==> config.mk <==
export PLATFORM = sky130hd
export DESIGN_NAME = txt_rom_arbiter
export DESIGN_NICKNAME = d
export VERILOG_FILES = /design/src/rtl/snake_txt_pkg.sv /design/src/rtl/txt_rr_picker.sv /design/src/rtl/txt_rom_arbiter.sv
export SDC_FILE = /design/constraint.sdc
export NUM_CORES = 1
export LEC_CHECK = 0
export CELL_PAD_IN_SITES_DETAIL_PLACEMENT = 1
export CELL_PAD_IN_SITES_GLOBAL_PLACEMENT = 2
export CORE_ASPECT_RATIO = 0.75
export CORE_MARGIN = 2
export CORE_UTILIZATION = 22
export CTS_CLUSTER_DIAMETER = 100
export DETAILED_ROUTE_END_ITERATION = 12
export GPL_TIMING_DRIVEN = 0
export PLACE_DENSITY = 0.95
export SETUP_SLACK_MARGIN = 0.1
export SYNTH_ARGS = -nofsm -noshare
export SYNTH_HDL_FRONTEND = slang
export SYNTH_SLANG_ARGS = --single-unit
==> constraint.sdc <==
create_clock -name i_clk -period 3.8 [get_ports i_clk]
set_clock_uncertainty 0.2 [all_clocks]
set_input_delay 0.38 -clock i_clk [delete_from_list [all_inputs] [get_ports i_clk]]
set_output_delay 0.38 -clock i_clk [all_outputs]
set_load 0.1 [all_outputs]
==> src/rtl/snake_txt_pkg.sv <==
// rtl/snake_txt_pkg.sv - shared constants and types for the txt_* text ROMs and renderers
package snake_txt_pkg;

    localparam int XY_W = 8;
    localparam int CODE_W = 7;
    localparam logic [CODE_W-1:0] CHAR_BLANK = 7'h20;

    typedef enum logic {
        ARB    = 1'b0,
        LOCKED = 1'b1
    } txt_arb_state_t;

endpackage

==> src/rtl/txt_rr_picker.sv <==
// rtl/txt_rr_picker.sv - combinational rotating-priority one-hot picker
module txt_rr_picker #(
    parameter int N     = 4,
    parameter int PTR_W = (N > 1) ? $clog2(N) : 1
) (
    input  logic [N-1:0]     i_req,
    input  logic [PTR_W-1:0] i_ptr,
    output logic [N-1:0]     o_onehot
);

    logic w_found;

    // Priority rank k visits client (ptr+k) mod N; the first requester wins.
    always_comb begin
        o_onehot = '0;
        w_found  = 1'b0;
        for (int k = 0; k < N; k++) begin
            for (int c = 0; c < N; c++) begin
                if (!w_found && i_req[c] && (c == (int'(i_ptr) + k) % N)) begin
                    o_onehot[c] = 1'b1;
                    w_found     = 1'b1;
                end
            end
        end
    end

endmodule

==> src/rtl/txt_rom_arbiter.sv <==
// rtl/txt_rom_arbiter.sv - round-robin arbiter with burst lock sharing one text ROM
module txt_rom_arbiter
    import snake_txt_pkg::*;
#(
    parameter int N_REQ     = 4,
    parameter int MAX_BURST = 16,
    parameter int ROM_LAT   = 1
) (
    input  logic                    i_clk,
    input  logic                    i_rst_n,
    input  logic [N_REQ-1:0]        i_req,
    input  logic [N_REQ-1:0]        i_lock,
    input  logic [N_REQ*XY_W-1:0]   i_req_xy,
    output logic [N_REQ-1:0]        o_gnt,
    output logic [XY_W-1:0]         o_rom_xy,
    input  logic [CODE_W-1:0]       i_rom_code,
    output logic [N_REQ-1:0]        o_rsp_valid,
    output logic [CODE_W-1:0]       o_rsp_code,
    output logic                    o_busy
);

    localparam int PTR_W = (N_REQ > 1) ? $clog2(N_REQ) : 1;
    localparam int CNT_W = $clog2(MAX_BURST + 1);

    txt_arb_state_t                     r_state, w_state_nxt;
    logic [PTR_W-1:0]                   r_owner, w_owner_nxt;
    logic [PTR_W-1:0]                   r_rr_ptr, w_rr_ptr_nxt;
    logic [CNT_W-1:0]                   r_burst_cnt, w_burst_cnt_nxt;
    logic [ROM_LAT-1:0][N_REQ-1:0]      r_tag;

    logic [N_REQ-1:0] w_pick;
    logic [N_REQ-1:0] w_gnt;
    logic [N_REQ-1:0] w_owner_oh;
    logic [PTR_W-1:0] w_gnt_idx;
    logic [PTR_W-1:0] w_gnt_inc;
    logic [PTR_W-1:0] w_owner_inc;
    logic [XY_W-1:0]  w_rom_xy;
    logic             w_xfer;
    logic             w_gnt_lock;
    logic             w_owner_req;
    logic             w_owner_lock;
    logic             w_release;

    txt_rr_picker #(.N(N_REQ), .PTR_W(PTR_W)) u_picker (
        .i_req    (i_req),
        .i_ptr    (r_rr_ptr),
        .o_onehot (w_pick)
    );

    assign w_owner_oh   = N_REQ'(1) << r_owner;
    assign w_owner_req  = |(w_owner_oh & i_req);
    assign w_owner_lock = |(w_owner_oh & i_lock);

    always_comb begin
        w_gnt = '0;
        if (i_rst_n) begin
            if (r_state == ARB) w_gnt = w_pick;
            else                w_gnt = w_owner_oh & i_req;
        end
    end

    always_comb begin
        w_gnt_idx = '0;
        w_rom_xy  = '0;
        for (int i = 0; i < N_REQ; i++) begin
            if (w_gnt[i]) begin
                w_gnt_idx = PTR_W'(i);
                w_rom_xy  = i_req_xy[i*XY_W +: XY_W];
            end
        end
    end

    assign w_xfer      = |w_gnt;
    assign w_gnt_lock  = |(w_gnt & i_lock);
    assign w_gnt_inc   = (w_gnt_idx == PTR_W'(N_REQ - 1)) ? '0 : w_gnt_idx + PTR_W'(1);
    assign w_owner_inc = (r_owner == PTR_W'(N_REQ - 1)) ? '0 : r_owner + PTR_W'(1);

    always_comb begin
        w_state_nxt     = r_state;
        w_owner_nxt     = r_owner;
        w_rr_ptr_nxt    = r_rr_ptr;
        w_burst_cnt_nxt = r_burst_cnt;
        w_release       = 1'b0;
        case (r_state)
            ARB: begin
                if (w_xfer) begin
                    if (w_gnt_lock && (MAX_BURST > 1)) begin
                        w_state_nxt     = LOCKED;
                        w_owner_nxt     = w_gnt_idx;
                        w_burst_cnt_nxt = CNT_W'(1);
                    end else begin
                        w_rr_ptr_nxt = w_gnt_inc;
                    end
                end
            end
            LOCKED: begin
                // Owner idling with lock held keeps the ROM as a bubble cycle.
                if (w_owner_req) begin
                    if (w_owner_lock && ((r_burst_cnt + CNT_W'(1)) != CNT_W'(MAX_BURST)))
                        w_burst_cnt_nxt = r_burst_cnt + CNT_W'(1);
                    else
                        w_release = 1'b1;
                end else if (!w_owner_lock) begin
                    w_release = 1'b1;
                end
            end
            default: w_release = 1'b1;
        endcase
        if (w_release) begin
            w_state_nxt     = ARB;
            w_rr_ptr_nxt    = w_owner_inc;
            w_burst_cnt_nxt = '0;
        end
    end

    always_ff @(posedge i_clk) begin
        if (!i_rst_n) begin
            r_state     <= ARB;
            r_owner     <= '0;
            r_rr_ptr    <= '0;
            r_burst_cnt <= '0;
            r_tag       <= '0;
        end else begin
            r_state     <= w_state_nxt;
            r_owner     <= w_owner_nxt;
            r_rr_ptr    <= w_rr_ptr_nxt;
            r_burst_cnt <= w_burst_cnt_nxt;
            r_tag[0]    <= w_gnt;
            for (int k = 1; k < ROM_LAT; k++) r_tag[k] <= r_tag[k-1];
        end
    end

    // Gating with rst_n keeps the outputs at their reset values throughout reset.
    assign o_gnt       = w_gnt;
    assign o_rom_xy    = w_rom_xy;
    assign o_rsp_valid = r_tag[ROM_LAT-1] & {N_REQ{i_rst_n}};
    assign o_rsp_code  = i_rom_code;
    assign o_busy      = i_rst_n & ((r_state == LOCKED) | (|r_tag));

endmodule

* Word-level counts from Yosys, hierarchy flattened
Cells that the tools add are included.
** Storage, ports and cells
- Bits of input ports :: 49
- Logic and storage cells :: 165
- Bits in registers :: 14
- Output and inout bits :: 24
** Cells by class
- Bitwise logic cells :: 11
- Multiplexer cells :: 57
- Equal/unequal tests :: 21
- Shifts and indexed selects :: 1
- Add/subtract/negate cells :: 6
- Reductions and logical operators :: 64
** Operators with widths (number)
- 32-bit logical NOT :: 4
- 1-bit 2-to-1 mux :: 38
- 1-bit logical AND :: 32
- 8-bit 2-to-1 mux :: 4
- 5-bit 2-to-1 mux :: 4
- 4-bit OR reduction :: 5
- 3-bit equality test, first input constant :: 6
- 4-bit bitwise AND :: 4
- 2-bit 2-to-1 mux :: 8
- 1-bit logical NOT :: 15
- 5-bit case mux with 2 select lines :: 1
- 2-bit by 3-bit equality test with 1-bit output, first input constant :: 3
- 4-bit 2-to-1 mux :: 2
- 2-bit by 1-bit inequality test with 1-bit output, second input constant :: 4
- 2-bit OR reduction :: 4
- 2-bit by 1-bit adder with 2-bit output, second input constant :: 3
- 3-bit AND reduction :: 2
- 5-bit by 1-bit adder with 5-bit output, second input constant :: 1
- 5-bit inequality test, second input constant :: 1
- 2-bit adder, second input constant :: 2
- 2-bit equality test, first input constant :: 2
- 2-bit equality test, second input constant :: 2
- 2-bit inequality test, second input constant :: 2
- 4-bit AND reduction :: 1
- other kinds (7) :: 10

* Logic depth before layout (Yosys ltp)
Gate-level depths: netlist of the first run.
- Word-level depth :: 74
- Mapped depth :: 9
- Depth with buffers taken out :: 9

* Modules after synthesis
Synthesis of the first run repeated with hierarchy kept, for this count alone.
** Second synthesis, totals
- Cells, all modules :: 175
- Area total of the unflattened synthesis :: 1350.0 um^2
** By module, submodules not included
- txt_rom_arbiter :: seq. area each 280.3 um^2, times used 1, area each 1247.4 um^2, cells an instance 158
- txt_rr_picker :: seq. area each 0.0 um^2, times used 1, area each 102.6 um^2, cells an instance 17

* Worst setup path before layout of the first run
No wires, ideal clock.
- Kind :: register to output
- Start point :: register r_owner[0]
- End point :: output port o_rom_xy[0]
- Path slack :: -1.306 ns
- Cell stages (with the launch flop) :: 9
- Path buffers :: 1
- Arrival :: 4.526 ns
- Data required time :: 3.220 ns
- Path through :: dfxtp_1 ha_1 nand2_1 a21o_1 a21o_1 inv_1 clkbuf_1 a211oi_1 o31ai_1
** On the way
- Elaborated cells between the ends (all ways) :: 8
- Those cells by class :: shift (1); mux (6); bitwise (1)
** RTL lines
- start: declaration :: line txt_rom_arbiter.sv:26 : logic [PTR_W-1:0] r_owner, w_owner_nxt;
- start signal: assignment :: line txt_rom_arbiter.sv:125 : r_owner <= w_owner_nxt;
- 1-bit by 2-bit left shift with 4-bit output :: line txt_rom_arbiter.sv:50 : assign w_owner_oh = N_REQ'(1) << r_owner;
- 4-bit bitwise AND :: line txt_rom_arbiter.sv:58 : else w_gnt = w_owner_oh & i_req;
- 4-bit 2-to-1 mux :: line txt_rom_arbiter.sv:57 : if (r_state == ARB) w_gnt = w_pick;
- 4-bit 2-to-1 mux :: line txt_rom_arbiter.sv:56 : if (i_rst_n) begin
- via o_gnt[1] :: line txt_rom_arbiter.sv:14 : output logic [N_REQ-1:0] o_gnt,
- 8-bit 2-to-1 mux (3 in a row) :: line txt_rom_arbiter.sv:66 : if (w_gnt[i]) begin
- end: declaration :: line txt_rom_arbiter.sv:15 : output logic [XY_W-1:0] o_rom_xy,
The timed path passes the listed nets, and every way through them passes these cells.

* Final worst setup path of the first run
- Start point :: input port i_req[1]
- End point :: output port o_rom_xy[5]
** On the way
- Longest elaborated chain between the ends :: 62
- Elaborated cells between the ends (all ways) :: 80
- Those cells by class :: mux (35); bitwise (1); reduce/logical (44)
** RTL lines
- start: declaration :: line txt_rom_arbiter.sv:11 : input logic [N_REQ-1:0] i_req,
- 1-bit logical AND (2 in a row) :: line txt_rr_picker.sv:19 : if (!w_found && i_req[c] && (c == (int'(i_ptr) + k) % N)) begin
- 1-bit 2-to-1 mux :: line txt_rr_picker.sv:19
- 1-bit logical NOT :: line txt_rr_picker.sv:19
- 1-bit logical AND (2 in a row) :: line txt_rr_picker.sv:19
- 1-bit 2-to-1 mux :: line txt_rr_picker.sv:19
- 1-bit logical NOT :: line txt_rr_picker.sv:19
- 1-bit logical AND (2 in a row) :: line txt_rr_picker.sv:19
- 1-bit 2-to-1 mux :: line txt_rr_picker.sv:19
- [... 41 more ...]
- 1-bit logical AND (2 in a row) :: line txt_rr_picker.sv:19
- 1-bit 2-to-1 mux :: line txt_rr_picker.sv:19
- 1-bit logical NOT :: line txt_rr_picker.sv:19
- 1-bit logical AND (2 in a row) :: line txt_rr_picker.sv:19
- 1-bit 2-to-1 mux :: line txt_rr_picker.sv:19
- 4-bit 2-to-1 mux * :: line txt_rom_arbiter.sv:57
- 4-bit 2-to-1 mux * :: line txt_rom_arbiter.sv:56
- 8-bit 2-to-1 mux * :: line txt_rom_arbiter.sv:66
Mark *: on every way between the ends. The rest lies on a longest branch, timed or not.

==> results of run 1 <==
[power breakdown]
part	internal (uW)	total [uW]	switching [uW]
sequential	186	233	47.3
combinational	406	1480	1070
clock	91.8	149	57.0
[area by class of cell]
class,instances,share of cell area (%)
tap,81,4.36
buffer,14,3.66
clock buffer,4,2.37
multi-input combinational,147,48.1
sequential,14,12.1
timing repair buffer,65,27.0
inverter,14,2.48
[cells by family after synthesis]
kind of cell | share of synthesized area, %
buffers and inverters | 9.77
flip-flops | 19.9
multiplexers | 1.42
AO/OA/AOI/OAI | 34.5
AND/OR/NAND/NOR | 30.0
adder cells (fa/ha/maj) | 4.44
[timing repair]
action | 4_1_cts | 5_1_grt
endpoints found under the setup margin | 10 | 8
resized for setup | 50 | 11
buffers inserted | 0 | 0
[registers in the layout, indices dropped and copies added, names as in the netlist]
signal and cells:
r_burst_cnt 5, r_owner 2, r_tag 4, r_state 1
r_rr_ptr 2
[routing by layer]
| layer | GRT usage, % | part of all wire (%) | up-vias |
|---|---|---|---|
| li1 | - | - | 830 |
| met1 | 24.0 | 50 | 803 |
| met2 | 23.8 | 45 | 46 |
| met3 | 1.95 | 4.4 | 2 |
| met4 | 2.35 | 0.50 | 0 |
| met5 | 0 | 0 | - |
[synthesized netlist by cell type (3+ instances only)]
library cell  number  area, um2
nand2b_1           4       25.0
o31ai_1            9       67.6
a211oi_1          10       75.1
inv_1             13       48.8
and2_1             6       37.5
dfxtp_1           14        280
a21oi_1            4       20.0
a31oi_1            3       18.8
clkbuf_1           6       22.5
nand2_1           23       86.3
and3_1             9       56.3
nor2_1            19       71.3
buf_4              7       52.6
ha_1               5       62.6
o21ai_0            6       30.0
[worst max path at each step]
stage	startpoint	end	slack, ns
global route	i_req[1]	o_rom_xy[5]	0.03
CTS	i_req[1]	o_rom_xy[1]	0.11
detailed placement	i_req[1]	o_rom_xy[1]	-0.88
finish	i_req[1]	o_rom_xy[5]	0.19
global placement	i_req[1]	o_rom_xy[7]	-0.80
floorplan	i_req[3]	o_rom_xy[0]	0.11
[per-stage QoR]
step	area (um2)	TNS (ns)
finish	2320	0
detailed placement	2270	-7.35
CTS	2310	0
global placement	2270	-7.04
floorplan	1520	0
global route	2320	0
==> summary.txt, run 1 <==
Global route
  – Global-route wire length before repair: 8610 um
  – Antenna violations before repair: 0
  – Largest net degree at the start of global routing: 11
  – All-Layer GR Usage: 15.7%
  – Gr ovfl total: 0
  – Vias in the first global route: roughly 1700

Timing
  – Setup ws final: 0.192 ns
  – Tcrit/Tclk final: a little over nine tenths
  – Worst slew margin: 33.9%
  – Worst-margin pin slew: roughly 1 ns
  – Hold_ws: between 0.3 and 0.4 ns
  – RSZ-0062 raised after global routing: true
  – Final hold violations: 0
  – Setup Viol. Count Final: 0
  – Fin. max-slew vios: 0
  – Achievable Freq: ~280 MHz
  – Tmin final: around 3.6 ns

Layout
  – Commonest non-fill, non-tap cell in the layout: clkdlybuf4s50_1
  – Multi-input logic area: 0.00112 mm2
  – Fill count: between 700 and 800
  – Fin cells: around 340
  – Most frequent cells in the layout: clkdlybuf4s50_1, nand2_1, nor2_1, dfxtp_1, inv_1
  – Share of cells above drive strength 1: 19.0%
  – P&R area growth vs syn: 64.8%
  – Reg area: ~280 um2
  – Fin util: between 30 and 40%
  – Post-layout nets: 313
  – N_diodes: 0

Pwr
  – PwrDens: 802 mW/mm2
  – Design Power: about 1900 uW
  – Leak Pwr: 0.000979 uW
  – Worst vdd ir: 500 uV

Detailed routing
  – Post-DRT Antenna Nets: 0
  – Via density per instance: 4.96
  – Drt drc: 0
  – Vias after detailed routing: 1681
  – Initial DRC Count: 88
  – Final WL: between 5000 and 6000 um
  – Wire length per cell: between 15 and 20 um
  – First-pass DRT Iterations: 4

Synth
  – Cell count after synthesis: approximately 190
  – Sequential share of the synthesized area: 19.9%
  – EDFF count, synth: 0
  – Syn nets: 243
  – Synthesized area: 0.00141 mm2
  – Syn Area/Cell: around 7.5 um2
  – Main synth FF type: dfxtp_1
  – Post-synth cell types: 52
  – #FFs+latches synth: 14
  – Ys async rst share: 0%
  – Synth warnings: 0

Setup path
  – FF-to-FF Start: r_rr_ptr[1]
  – Worst path slowest cell: or4b_1
  – Worst setup path class: in -> out
  – CP max stage delay: about 0.56 ns
  – CP Capture Type: output pin
  – Worst setup SP type: input pin
  – Critical path arrival: 3.03 ns
  – Cell count along the critical path: 9
  – CP bufs+invs: 4
  – Worst Path Required: between 3 and 4 ns
  – Largest delay contributor family on the critical path: buffers and inverters
  – Crit-path cells: clkdlybuf4s50_1, or4b_1, a21oi_2, o311ai_4, clkinv_4, clkbuf_2, nand2_1, o31ai_4, buf_2
  – Crit path max fanout: 10
  – Worst R2R Setup Slack: 1.32 ns
  – Reg2Reg Depth: 7
  – R2R Path End: r_rr_ptr[1]

Place
  – HPWL after DPL: 4330 um
  – PortBufs: 65
  – Dpl ws: -0.880 ns
  – Dpl cells: ~340
  – Routability cong.: ~0.84

Hold path
  – HP Class: reg -> reg
  – Hold Crit Endpoint: r_burst_cnt[0]
  – Worst Hold Path Cells: 1
  – Hold Crit Start: r_burst_cnt[0]

Flow run
  – Max_cap viols: 0

Die
  – Core Box Area: about 0.0063 mm2
  – Die Y: about 73 um
  – IO Count: 73
  – # rows: 25
  – Die area: a little over 0.007 mm2
  – DIE WIDTH: between 90 and 100 um
  – Initial cell density of the core: between 20% and 30%

Outcome
  – Outcome: completed

Clocking
  – H-tree Lvls: 1
  – Clk_lat worst skew: 0.25 ns
  – Clock Sinks: 14
  – CTS root buffer: clkbuf_8
  – Num CTS Buffers: 3
  – Reg clk slew, reported paths: 0.06 ns
  – CTS tree: yes
  – # hold bufs at CTS: 0
  – Max Root-Sink Buffers: 2
No activity file was read; power rests on OpenSTA's default activity.
==> inputs of run 2 (changes only) <==
- GPL_ROUTABILITY_DRIVEN: unset -> 0
==> results of run 2 <==
The final DEF is identical to that of run 1; final timing and power are the same.
